File: src/rtl/hazard_ctrl_if.sv
// Signal bundle between the MIPS pipeline and its hazard/sequencing controller.
// The pipeline side (master) supplies decode/EX/memory status and consumes the
// register-enable, flush, bubble and hold controls; the controller is the slave.
interface hazard_ctrl_if;
    logic [4:0]  IF_ID_Rs_in;
    logic [4:0]  IF_ID_Rt_in;
    logic [5:0]  Op_code_in;
    logic        ID_EX_MemRead_in;
    logic [4:0]  ID_EX_Rt_in;
    logic        branch_taken_in;
    logic        jump_in;
    logic        mem_busy_in;
    logic        PC_Write_out;
    logic        IF_ID_enable_out;
    logic        IF_ID_flush_out;
    logic        ID_EX_bubble_out;
    logic        pipe_hold_out;
    logic        mem_timeout_out;
    logic [15:0] stall_count_out;
    logic [15:0] flush_count_out;

    modport master (
        output IF_ID_Rs_in, IF_ID_Rt_in, Op_code_in, ID_EX_MemRead_in, ID_EX_Rt_in,
               branch_taken_in, jump_in, mem_busy_in,
        input  PC_Write_out, IF_ID_enable_out, IF_ID_flush_out, ID_EX_bubble_out,
               pipe_hold_out, mem_timeout_out, stall_count_out, flush_count_out
    );

    modport slave (
        input  IF_ID_Rs_in, IF_ID_Rt_in, Op_code_in, ID_EX_MemRead_in, ID_EX_Rt_in,
               branch_taken_in, jump_in, mem_busy_in,
        output PC_Write_out, IF_ID_enable_out, IF_ID_flush_out, ID_EX_bubble_out,
               pipe_hold_out, mem_timeout_out, stall_count_out, flush_count_out
    );
endinterface

File: src/rtl/hazard_ctrl.sv
// Pipeline sequencing controller for the 5-stage MIPS core.
// Arbitrates memory freezes, taken branches, load-use stalls and jumps under a
// fixed priority and drives PC / IF/ID / ID/EX / back-end hold controls with
// zero latency (Mealy). Also keeps saturating stall and flush statistics.
module hazard_ctrl #(
    parameter int unsigned LU_STALL_CYCLES = 1,
    parameter int unsigned MEM_TIMEOUT     = 255
) (
    input  logic          clk,
    input  logic          reset_in,
    hazard_ctrl_if.slave  bus
);

    typedef enum logic [1:0] {
        RUN      = 2'd0,
        LU_STALL = 2'd1,
        MEM_WAIT = 2'd2
    } state_t;

    localparam logic [3:0]  LU_RELOAD   = 4'(LU_STALL_CYCLES - 1);
    localparam logic [15:0] TIMEOUT_LIM = 16'(MEM_TIMEOUT);

    state_t      state_q, state_d;
    state_t      ret_st_q, ret_st_d;
    state_t      eff_st;
    logic [3:0]  lu_cnt_q, lu_cnt_d;
    logic [15:0] wait_cnt_q, wait_cnt_d;
    logic        timeout_q, timeout_d;
    logic [15:0] stall_cnt_q, flush_cnt_q;

    logic        uses_rt, lu_hit, in_wait;
    logic        do_freeze, do_branch, do_stall, do_jump;
    logic        pc_write, if_id_en, if_id_flush, id_ex_bubble, hold;

    function automatic logic [15:0] sat_inc16(input logic [15:0] v);
        return (v == 16'hFFFF) ? v : v + 16'd1;
    endfunction

    // Hazard detection and priority arbitration; a released memory wait is judged as its saved state.
    always_comb begin
        uses_rt = (bus.Op_code_in == 6'h00) || (bus.Op_code_in == 6'h04) ||
                  (bus.Op_code_in == 6'h05) || (bus.Op_code_in == 6'h2B);
        lu_hit  = bus.ID_EX_MemRead_in && (bus.ID_EX_Rt_in != 5'd0) &&
                  ((bus.ID_EX_Rt_in == bus.IF_ID_Rs_in) ||
                   (uses_rt && (bus.ID_EX_Rt_in == bus.IF_ID_Rt_in)));
        in_wait   = (state_q == MEM_WAIT);
        eff_st    = in_wait ? ret_st_q : state_q;
        do_freeze = bus.mem_busy_in;
        do_branch = !do_freeze && bus.branch_taken_in;
        do_stall  = !do_freeze && !bus.branch_taken_in &&
                    ((eff_st == LU_STALL) || ((eff_st == RUN) && lu_hit));
        do_jump   = !do_freeze && !bus.branch_taken_in && !do_stall &&
                    (eff_st == RUN) && bus.jump_in;
    end

    // Control state register with asynchronous reset.
    always_ff @(posedge clk or posedge reset_in) begin
        if (reset_in) begin
            state_q    <= RUN;
            ret_st_q   <= RUN;
            lu_cnt_q   <= 4'd0;
            wait_cnt_q <= 16'd0;
            timeout_q  <= 1'b0;
        end else begin
            state_q    <= state_d;
            ret_st_q   <= ret_st_d;
            lu_cnt_q   <= lu_cnt_d;
            wait_cnt_q <= wait_cnt_d;
            timeout_q  <= timeout_d;
        end
    end

    // Next-state logic: freeze bookkeeping, branch abort, load-use countdown.
    always_comb begin
        state_d    = state_q;
        ret_st_d   = ret_st_q;
        lu_cnt_d   = lu_cnt_q;
        wait_cnt_d = wait_cnt_q;
        timeout_d  = timeout_q;
        if (do_freeze) begin
            state_d    = MEM_WAIT;
            ret_st_d   = eff_st;
            wait_cnt_d = in_wait ? sat_inc16(wait_cnt_q) : 16'd1;
            if (wait_cnt_d >= TIMEOUT_LIM) begin
                timeout_d = 1'b1;
            end
        end else if (do_branch) begin
            state_d  = RUN;
            lu_cnt_d = 4'd0;
        end else if (do_stall) begin
            if (eff_st == RUN) begin
                if (LU_STALL_CYCLES >= 2) begin
                    state_d  = LU_STALL;
                    lu_cnt_d = LU_RELOAD;
                end else begin
                    state_d = RUN;
                end
            end else begin
                lu_cnt_d = lu_cnt_q - 4'd1;
                state_d  = (lu_cnt_q == 4'd1) ? RUN : LU_STALL;
            end
        end else begin
            state_d = RUN;
        end
    end

    // Output decode from the arbitration result; reset forces the safe NOP-injecting pattern.
    always_comb begin
        pc_write     = 1'b1;
        if_id_en     = 1'b1;
        if_id_flush  = 1'b0;
        id_ex_bubble = 1'b0;
        hold         = 1'b0;
        if (do_freeze) begin
            pc_write = 1'b0;
            if_id_en = 1'b0;
            hold     = 1'b1;
        end else if (do_branch) begin
            if_id_flush  = 1'b1;
            id_ex_bubble = 1'b1;
        end else if (do_stall) begin
            pc_write     = 1'b0;
            if_id_en     = 1'b0;
            id_ex_bubble = 1'b1;
        end else if (do_jump) begin
            if_id_flush = 1'b1;
        end

        if (reset_in) begin
            bus.PC_Write_out     = 1'b0;
            bus.IF_ID_enable_out = 1'b0;
            bus.IF_ID_flush_out  = 1'b1;
            bus.ID_EX_bubble_out = 1'b1;
            bus.pipe_hold_out    = 1'b0;
        end else begin
            bus.PC_Write_out     = pc_write;
            bus.IF_ID_enable_out = if_id_en;
            bus.IF_ID_flush_out  = if_id_flush;
            bus.ID_EX_bubble_out = id_ex_bubble;
            bus.pipe_hold_out    = hold;
        end
    end

    // Saturating statistics of stalled and flushed cycles.
    always_ff @(posedge clk or posedge reset_in) begin
        if (reset_in) begin
            stall_cnt_q <= 16'd0;
            flush_cnt_q <= 16'd0;
        end else begin
            if (!pc_write) begin
                stall_cnt_q <= sat_inc16(stall_cnt_q);
            end
            if (if_id_flush) begin
                flush_cnt_q <= sat_inc16(flush_cnt_q);
            end
        end
    end

    assign bus.mem_timeout_out = timeout_q;
    assign bus.stall_count_out = stall_cnt_q;
    assign bus.flush_count_out = flush_cnt_q;

endmodule

File: src/flat_wrapper.sv
// flat-port wrapper written by rule: the top's interface ports become plain ports
module hazard_ctrl_flat 
#(
    parameter int unsigned LU_STALL_CYCLES = 1,
    parameter int unsigned MEM_TIMEOUT     = 255
)
  (clk, reset_in, bus_IF_ID_Rs_in, bus_IF_ID_Rt_in, bus_Op_code_in, bus_ID_EX_MemRead_in, bus_ID_EX_Rt_in, bus_branch_taken_in, bus_jump_in, bus_mem_busy_in, bus_PC_Write_out, bus_IF_ID_enable_out, bus_IF_ID_flush_out, bus_ID_EX_bubble_out, bus_pipe_hold_out, bus_mem_timeout_out, bus_stall_count_out, bus_flush_count_out);
  hazard_ctrl_if bus_i ();
  input  logic clk;
  input  logic reset_in;
  input wire logic [$bits(bus_i.IF_ID_Rs_in)-1:0] bus_IF_ID_Rs_in;
  input wire logic [$bits(bus_i.IF_ID_Rt_in)-1:0] bus_IF_ID_Rt_in;
  input wire logic [$bits(bus_i.Op_code_in)-1:0] bus_Op_code_in;
  input wire logic [$bits(bus_i.ID_EX_MemRead_in)-1:0] bus_ID_EX_MemRead_in;
  input wire logic [$bits(bus_i.ID_EX_Rt_in)-1:0] bus_ID_EX_Rt_in;
  input wire logic [$bits(bus_i.branch_taken_in)-1:0] bus_branch_taken_in;
  input wire logic [$bits(bus_i.jump_in)-1:0] bus_jump_in;
  input wire logic [$bits(bus_i.mem_busy_in)-1:0] bus_mem_busy_in;
  output wire logic [$bits(bus_i.PC_Write_out)-1:0] bus_PC_Write_out;
  output wire logic [$bits(bus_i.IF_ID_enable_out)-1:0] bus_IF_ID_enable_out;
  output wire logic [$bits(bus_i.IF_ID_flush_out)-1:0] bus_IF_ID_flush_out;
  output wire logic [$bits(bus_i.ID_EX_bubble_out)-1:0] bus_ID_EX_bubble_out;
  output wire logic [$bits(bus_i.pipe_hold_out)-1:0] bus_pipe_hold_out;
  output wire logic [$bits(bus_i.mem_timeout_out)-1:0] bus_mem_timeout_out;
  output wire logic [$bits(bus_i.stall_count_out)-1:0] bus_stall_count_out;
  output wire logic [$bits(bus_i.flush_count_out)-1:0] bus_flush_count_out;
  assign bus_i.IF_ID_Rs_in = bus_IF_ID_Rs_in;
  assign bus_i.IF_ID_Rt_in = bus_IF_ID_Rt_in;
  assign bus_i.Op_code_in = bus_Op_code_in;
  assign bus_i.ID_EX_MemRead_in = bus_ID_EX_MemRead_in;
  assign bus_i.ID_EX_Rt_in = bus_ID_EX_Rt_in;
  assign bus_i.branch_taken_in = bus_branch_taken_in;
  assign bus_i.jump_in = bus_jump_in;
  assign bus_i.mem_busy_in = bus_mem_busy_in;
  assign bus_PC_Write_out = bus_i.PC_Write_out;
  assign bus_IF_ID_enable_out = bus_i.IF_ID_enable_out;
  assign bus_IF_ID_flush_out = bus_i.IF_ID_flush_out;
  assign bus_ID_EX_bubble_out = bus_i.ID_EX_bubble_out;
  assign bus_pipe_hold_out = bus_i.pipe_hold_out;
  assign bus_mem_timeout_out = bus_i.mem_timeout_out;
  assign bus_stall_count_out = bus_i.stall_count_out;
  assign bus_flush_count_out = bus_i.flush_count_out;
  hazard_ctrl #(.LU_STALL_CYCLES(LU_STALL_CYCLES), .MEM_TIMEOUT(MEM_TIMEOUT)) u_core (.clk(clk), .reset_in(reset_in), .bus(bus_i));
endmodule
File: config.mk
export PLATFORM = sky130hd
export DESIGN_NAME = hazard_ctrl_flat
export DESIGN_NICKNAME = d
export VERILOG_FILES = /design/src/rtl/hazard_ctrl_if.sv /design/src/rtl/hazard_ctrl.sv /design/src/flat_wrapper.sv
export SDC_FILE = /design/constraint.sdc
export NUM_CORES = 1
export LEC_CHECK = 0
export CAP_MARGIN = 40
export CORE_ASPECT_RATIO = 1.75
export CORE_MARGIN = 3
export CORE_UTILIZATION = 55
export DETAILED_ROUTE_END_ITERATION = 12
export PLACE_DENSITY_LB_ADDON = 0.25
export SLEW_MARGIN = 5
export SYNTH_ARGS = -nofsm -noshare
export SYNTH_HDL_FRONTEND = slang
export SYNTH_SLANG_ARGS = --single-unit
File: constraint.sdc
create_clock -name clk -period 7.18 [get_ports clk]
set_clock_uncertainty 0.2 [all_clocks]
set_input_delay 1.795 -clock clk [delete_from_list [all_inputs] [get_ports clk]]
set_output_delay 1.795 -clock clk [all_outputs]
set_load 0.01 [all_outputs]
* Word-level counts from Yosys, hierarchy flattened *
Cells that the tools add are included.

storage, ports and cells
  register bits = 57
  input bits = 27
  output and inout bits = 38
  word-level logic and storage cells = 80

operators by class
  add/sub/neg operators = 4
  magnitude comparators = 1
  equal/unequal tests = 12
  multiplexer cells = 26
  bitwise gates (word level) = 4
  reduce and logical (&&, ||, !) cells = 26

operator list
  cell                                                                      number
  16-bit by 1-bit adder with 16-bit output (second input constant)          3
  16-bit equality test (second input constant)                              3
  16-bit two-way mux                                                        2
  16-bit by 8-bit >= comparator with 1-bit output (second input constant)   1
  1-bit two-way mux                                                         16
  6-bit by 3-bit equality test with 1-bit output (second input constant)    2
  4-bit two-way mux                                                         3
  5-bit equality test                                                       2
  1-bit logical AND                                                         10
  2-bit two-way mux                                                         5
  6-bit equality test (second input constant)                               1
  6-bit zero test                                                           1
  2-bit AND reduction                                                       3
  1-bit logical OR                                                          5
  5-bit nonzero test                                                        1
  4-bit by 1-bit equality test with 1-bit output (second input constant)    1
  1-bit NOT                                                                 4
  4-bit by 1-bit subtractor with 4-bit output (second input constant)       1
  1-bit zero test                                                           3
  3-bit AND reduction                                                       1
  2-bit by 1-bit equality test with 1-bit output (second input constant)    1
  2-bit equality test (second input constant)                               1
  2-bit zero test                                                           1
  2-bit by 1-bit inequality test with 1-bit output (second input constant)  1
  2-bit nonzero test                                                        1

* Depth between registers and ports, before layout *
  depth after elaboration = 19
  gate-level depth with buffers = 8
  gate-level depth less buffers = 7

* Least setup slack after synthesis *
No wires, ideal clock.

  kind = input port to output port
  start point = input bus_Op_code_in[0]
  end point = output bus_PC_Write_out
  arrival time = 3.499 ns
  slack = 1.686 ns
  stages = 7
  path buffers = 2
  cell sequence = nor2b_1 > or4_4 > a2111oi_4 > o211ai_4 > buf_6 > and2_1 > buf_4

on the way
  cells in the longest elaborated chain, start to end = 14

ends and longest elaborated chain
  what                                                                               line                RTL
  start, declared                                                                    flat_wrapper.sv:13  input wire logic [$bits(bus_i.Op_code_in)-1:0] bus_Op_code_in;
  6-bit by 3-bit equality test with 1-bit output or 6-bit zero test (tied branches)  hazard_ctrl.sv:41   uses_rt = (bus.Op_code_in == 6'h00) || (bus.Op_code_in == 6'h04) ||
  1-bit logical OR (2 in series)                                                     hazard_ctrl.sv:41
  1-bit logical OR *                                                                 hazard_ctrl.sv:42   (bus.Op_code_in == 6'h05) || (bus.Op_code_in == 6'h2B);
  1-bit logical AND *                                                                hazard_ctrl.sv:45   (uses_rt && (bus.ID_EX_Rt_in == bus.IF_ID_Rt_in)));
  1-bit logical OR *                                                                 hazard_ctrl.sv:44   ((bus.ID_EX_Rt_in == bus.IF_ID_Rs_in) ||
  1-bit logical AND *                                                                hazard_ctrl.sv:43   lu_hit = bus.ID_EX_MemRead_in && (bus.ID_EX_Rt_in != 5'd0) &&
  1-bit logical AND *                                                                hazard_ctrl.sv:51   ((eff_st == LU_STALL) || ((eff_st == RUN) && lu_hit));
  1-bit logical OR *                                                                 hazard_ctrl.sv:51
  1-bit logical AND *                                                                hazard_ctrl.sv:50   do_stall = !do_freeze && !bus.branch_taken_in &&
  1-bit two-way mux * (4 in series)                                                  -
  end, declared                                                                      flat_wrapper.sv:19  output wire logic [$bits(bus_i.PC_Write_out)-1:0] bus_PC_Write_out;

Mark *: on every way between the ends. The rest lies on a longest branch, timed or not.

* Final worst setup path *
  start point = input bus_ID_EX_Rt_in[0]
  end point = output bus_IF_ID_flush_out

on the way
  cells in the longest elaborated chain, start to end = 16

ends and longest elaborated chain
  what                             line                RTL
  start, declared                  flat_wrapper.sv:15  input wire logic [$bits(bus_i.ID_EX_Rt_in)-1:0] bus_ID_EX_Rt_in;
  5-bit equality test              hazard_ctrl.sv:45
  1-bit logical AND                hazard_ctrl.sv:45
  1-bit logical OR                 hazard_ctrl.sv:44
  1-bit logical AND *              hazard_ctrl.sv:43
  1-bit logical AND *              hazard_ctrl.sv:51
  1-bit logical OR *               hazard_ctrl.sv:51
  1-bit logical AND *              hazard_ctrl.sv:50
  1-bit zero test                  hazard_ctrl.sv:52   do_jump = !do_freeze && !bus.branch_taken_in && !do_stall &&
  1-bit logical AND (2 in series)  hazard_ctrl.sv:52
  1-bit logical AND                hazard_ctrl.sv:53   (eff_st == RUN) && bus.jump_in;
  1-bit two-way mux                hazard_ctrl.sv:125  end else if (do_jump) begin
  1-bit two-way mux *              hazard_ctrl.sv:121  end else if (do_stall) begin
  1-bit two-way mux *              hazard_ctrl.sv:118  end else if (do_branch) begin
  1-bit two-way mux *              hazard_ctrl.sv:114  if (do_freeze) begin
  1-bit two-way mux *              hazard_ctrl.sv:129  if (reset_in) begin
  end, declared                    flat_wrapper.sv:21  output wire logic [$bits(bus_i.IF_ID_flush_out)-1:0] bus_IF_ID_flush_out;

Marked as above.

==> flow_summary.ini <==
[route]
firstDrtPassIters = 4
antenna_left = 0
dr.max_layer_used = met4
via_count = 3120
wl_met2_um = 4839
drt-met1-wl_um = 3164
met3_length_um = 323
wl_per_cell_um = 16.37
drt_iter0_markers = 295
drt-total-wl_um = 8578
drc = 0
viasPerCell = 5.954

[power]
leakagePower_uw = 0.001686
clkPwrFrac_pct = 28.9
p_per_area_nw_per_um2 = 265.9
power.share.combinational_pct = 29.9
vdd_drop_max_uv = 195.9
sequentialPowerShare_pct = 41.2
p_switching_uw = 374.7
p_int_uw = 774.8
p_total_uw = 1149
swShare_pct = 32.59

[clock_network]
postCtsSetupBuffers = 0
cts_resized = 0
ctsHtreeMaxLevel = 3
cts_hold_buf = 0
clockBufferDepth = 2
cts_made_buffers = 9
cts.clk_slew.worst_paths_ns = 0.06
ctsRootBufferMaster = clkbuf_8
clock_sinks = 57
worstSkewPairLatency_ns = 0.33
cts_tree = done

[sta]
setup_viol = 0
hold_viol_final = 0
slew_viol_final = 0
relSlewSlack_pct = 42.19
fmax_ghz = 0.1573
fin_hold_ws_ns = 0.2707
tightestPinTransition_ns = 0.8592
setup_tns_ns = 0
period_share_pct = 88.53
rsz0062_at_grt = false
min_period_ns = 6.356

[die]
initial_core_util_pct = 57.39
die-area_um2 = 7252
die_h_um = 110.4
coreArea_um2 = 5972
io_pins = 65
die_x_um = 65.67
num_rows = 37

[logic_synthesis]
synthCells = 380
synth_top_area_share_pct = 41.62
synth_common_cells = dfrtp_1, nand2_1, nor2_1, xnor2_1, a21oi_1
synth_edf_count = 0
synth_area_per_cell_um2 = 9.019
synth_area_um2 = 3427
async_flop_share_pct = 100.0
synth_cell_type_count = 57
ys.flop_type = dfrtp_1
ys_seq_area_share_pct = 41.62
yosysWarnings = 0
yosys.area.top_type = dfrtp_1
synth_area_leaders = dfrtp_1, xnor2_1, a21oi_1
synthMostInstantiatedCell = dfrtp_1
synth_seq_cells = 57
synth_fp_nets = 412

[setup_path]
max_stage_delay_ns = 0.55
slowest_stage = or4_1
rr_worst_depth = 7
crit_family = buffers and inverters
crit_type = in -> out
path_max_fanout = 17
arrival_ns = 4.36
cp_num_buf_inv = 2
cp.required_ns = 5.18
start_kind = primary input
end_kind = output pin
cp.depth = 7
worstPathCellList = clkdlybuf4s50_1 -> or4_1 -> o21ai_0 -> a41oi_1 -> o21ai_2 -> nand2b_1 -> clkdlybuf4s50_1
cpMostUsedCell = clkdlybuf4s50_1

[hold_path]
hold_path_depth = 1
hp-class = reg -> reg

[global_routing]
groute.usage.overall_pct = 26.21
grt_max_degree = 33
grt_pass1_wl_um = 15060
antenna_found_initial = 0
grt_pass1_vias = 3278
grt_remaining_overflow = 0

[run_status]
status = complete, no violations

[layout]
area_growth_pct = 26.14
multiInputGateArea_um2 = 1874
regArea_um2 = 1426
num_antenna_cells = 0
nets = 473
final_layout_size_suffix_gt1_share_pct = 6.951
filler_cell_count = 438

[placed_design]
dp.final_hpwl_um = 6373
gp_congestion = 0.8987
portBuffers = 64

[flow_run]
cap_violations = 0
[power by group through the flow]
stage,clock [uW],combinational (uW),sequential [uW]
floorplan,0,172,477
global placement,0,334,473
detailed placement,0,345,477
CTS,339,348,473
global route,352,383,486
finish,332,344,473
[final timing paths]
| path | from | endpoint | slack [ns] |
|---|---|---|---|
| max | bus_ID_EX_Rt_in[0] | bus_IF_ID_flush_out | 0.82 |
| min | u_core.bus.mem_timeout_out | u_core.bus.mem_timeout_out | 0.27 |
| max reg2reg | u_core.wait_cnt_q[0] | u_core.bus.mem_timeout_out | 4.16 |
| min reg2reg | u_core.bus.mem_timeout_out | u_core.bus.mem_timeout_out | 0.27 |
| max in group asynchronous | reset_in | u_core.bus.flush_count_out[9] | 4.19 |
| min in group asynchronous | reset_in | u_core.bus.stall_count_out[2] | 1.75 |
[registers in the layout (all words and copies together) (netlist names)]
name	flops
u_core.wait_cnt_q	16
u_core.ret_st_q	2
u_core.bus.mem_timeout_out	1
u_core.bus.flush_count_out	16
u_core.state_q	2
u_core.lu_cnt_q	4
u_core.bus.stall_count_out	16
[worst register-to-register path: cells and delay by family, from the launching register on]
| family | cells | cell delay, ns |
|---|---|---|
| compound gates | 3 | 1.01 |
| flops | 1 | 0.48 |
| simple gates | 3 | 0.92 |
| fa+ha+maj | 1 | 0.35 |
[through the flow]
step / setup slack (ns) / util [%] / instances / instance area [um2]
global route: 0.6852 / 72.39 / 524 / 4323
finish: 0.8236 / 72.39 / 524 / 4323
detailed placement: 0.8535 / 68.70 / 508 / 4103
global placement: 0.9131 / 68.70 / 508 / 4103
floorplan: 1.686 / - / 380 / 3427
CTS: 0.8477 / 72.39 / 524 / 4323
[area by class of cell]
type / count / area share (%)
Sequential cell: 57 / 33.00
Timing Repair Buffer: 66 / 15.17
Clock inverter: 5 / 1.823
Tap cell: 78 / 2.258
Inverter: 13 / 1.129
Multi-Input combinational cell: 294 / 43.36
Clock buffer: 11 / 3.271
[cell families after synthesis]
family,count (synthesis),synth area share (%)
and+or+nand+nor,168,25.81
AOI/OAI and AO/OA,74,14.82
xor gates and xnor gates,43,10.99
DFF,57,41.62
muxes,4,1.241
buffers and inverters,29,3.688
adders and majority gates,5,1.825
[cells in the final DEF (no fill, tap or decap), drive strengths merged, types with 4 or more instances in the layout]
master         instances
clkbuf                11
clkdlybuf4s50         64
ha                     5
xnor2                 28
a21oi                 27
and3                  14
nand3                 21
nor4                   9
nand4                 16
xor2                  15
and2                   4
nor2                  34
inv                   13
nor3                  18
nand2                 35
dfrtp                 57
o31ai                  4
o21ai                 15
[per-layer routing]
metal  vias up  track usage [%]
met5         -                0
met4         0            11.77
met3        19            5.188
met2       100            47.65
met1      1504            27.85
li1       1497                -
Note: power is estimated with default switching activity, not from simulation.
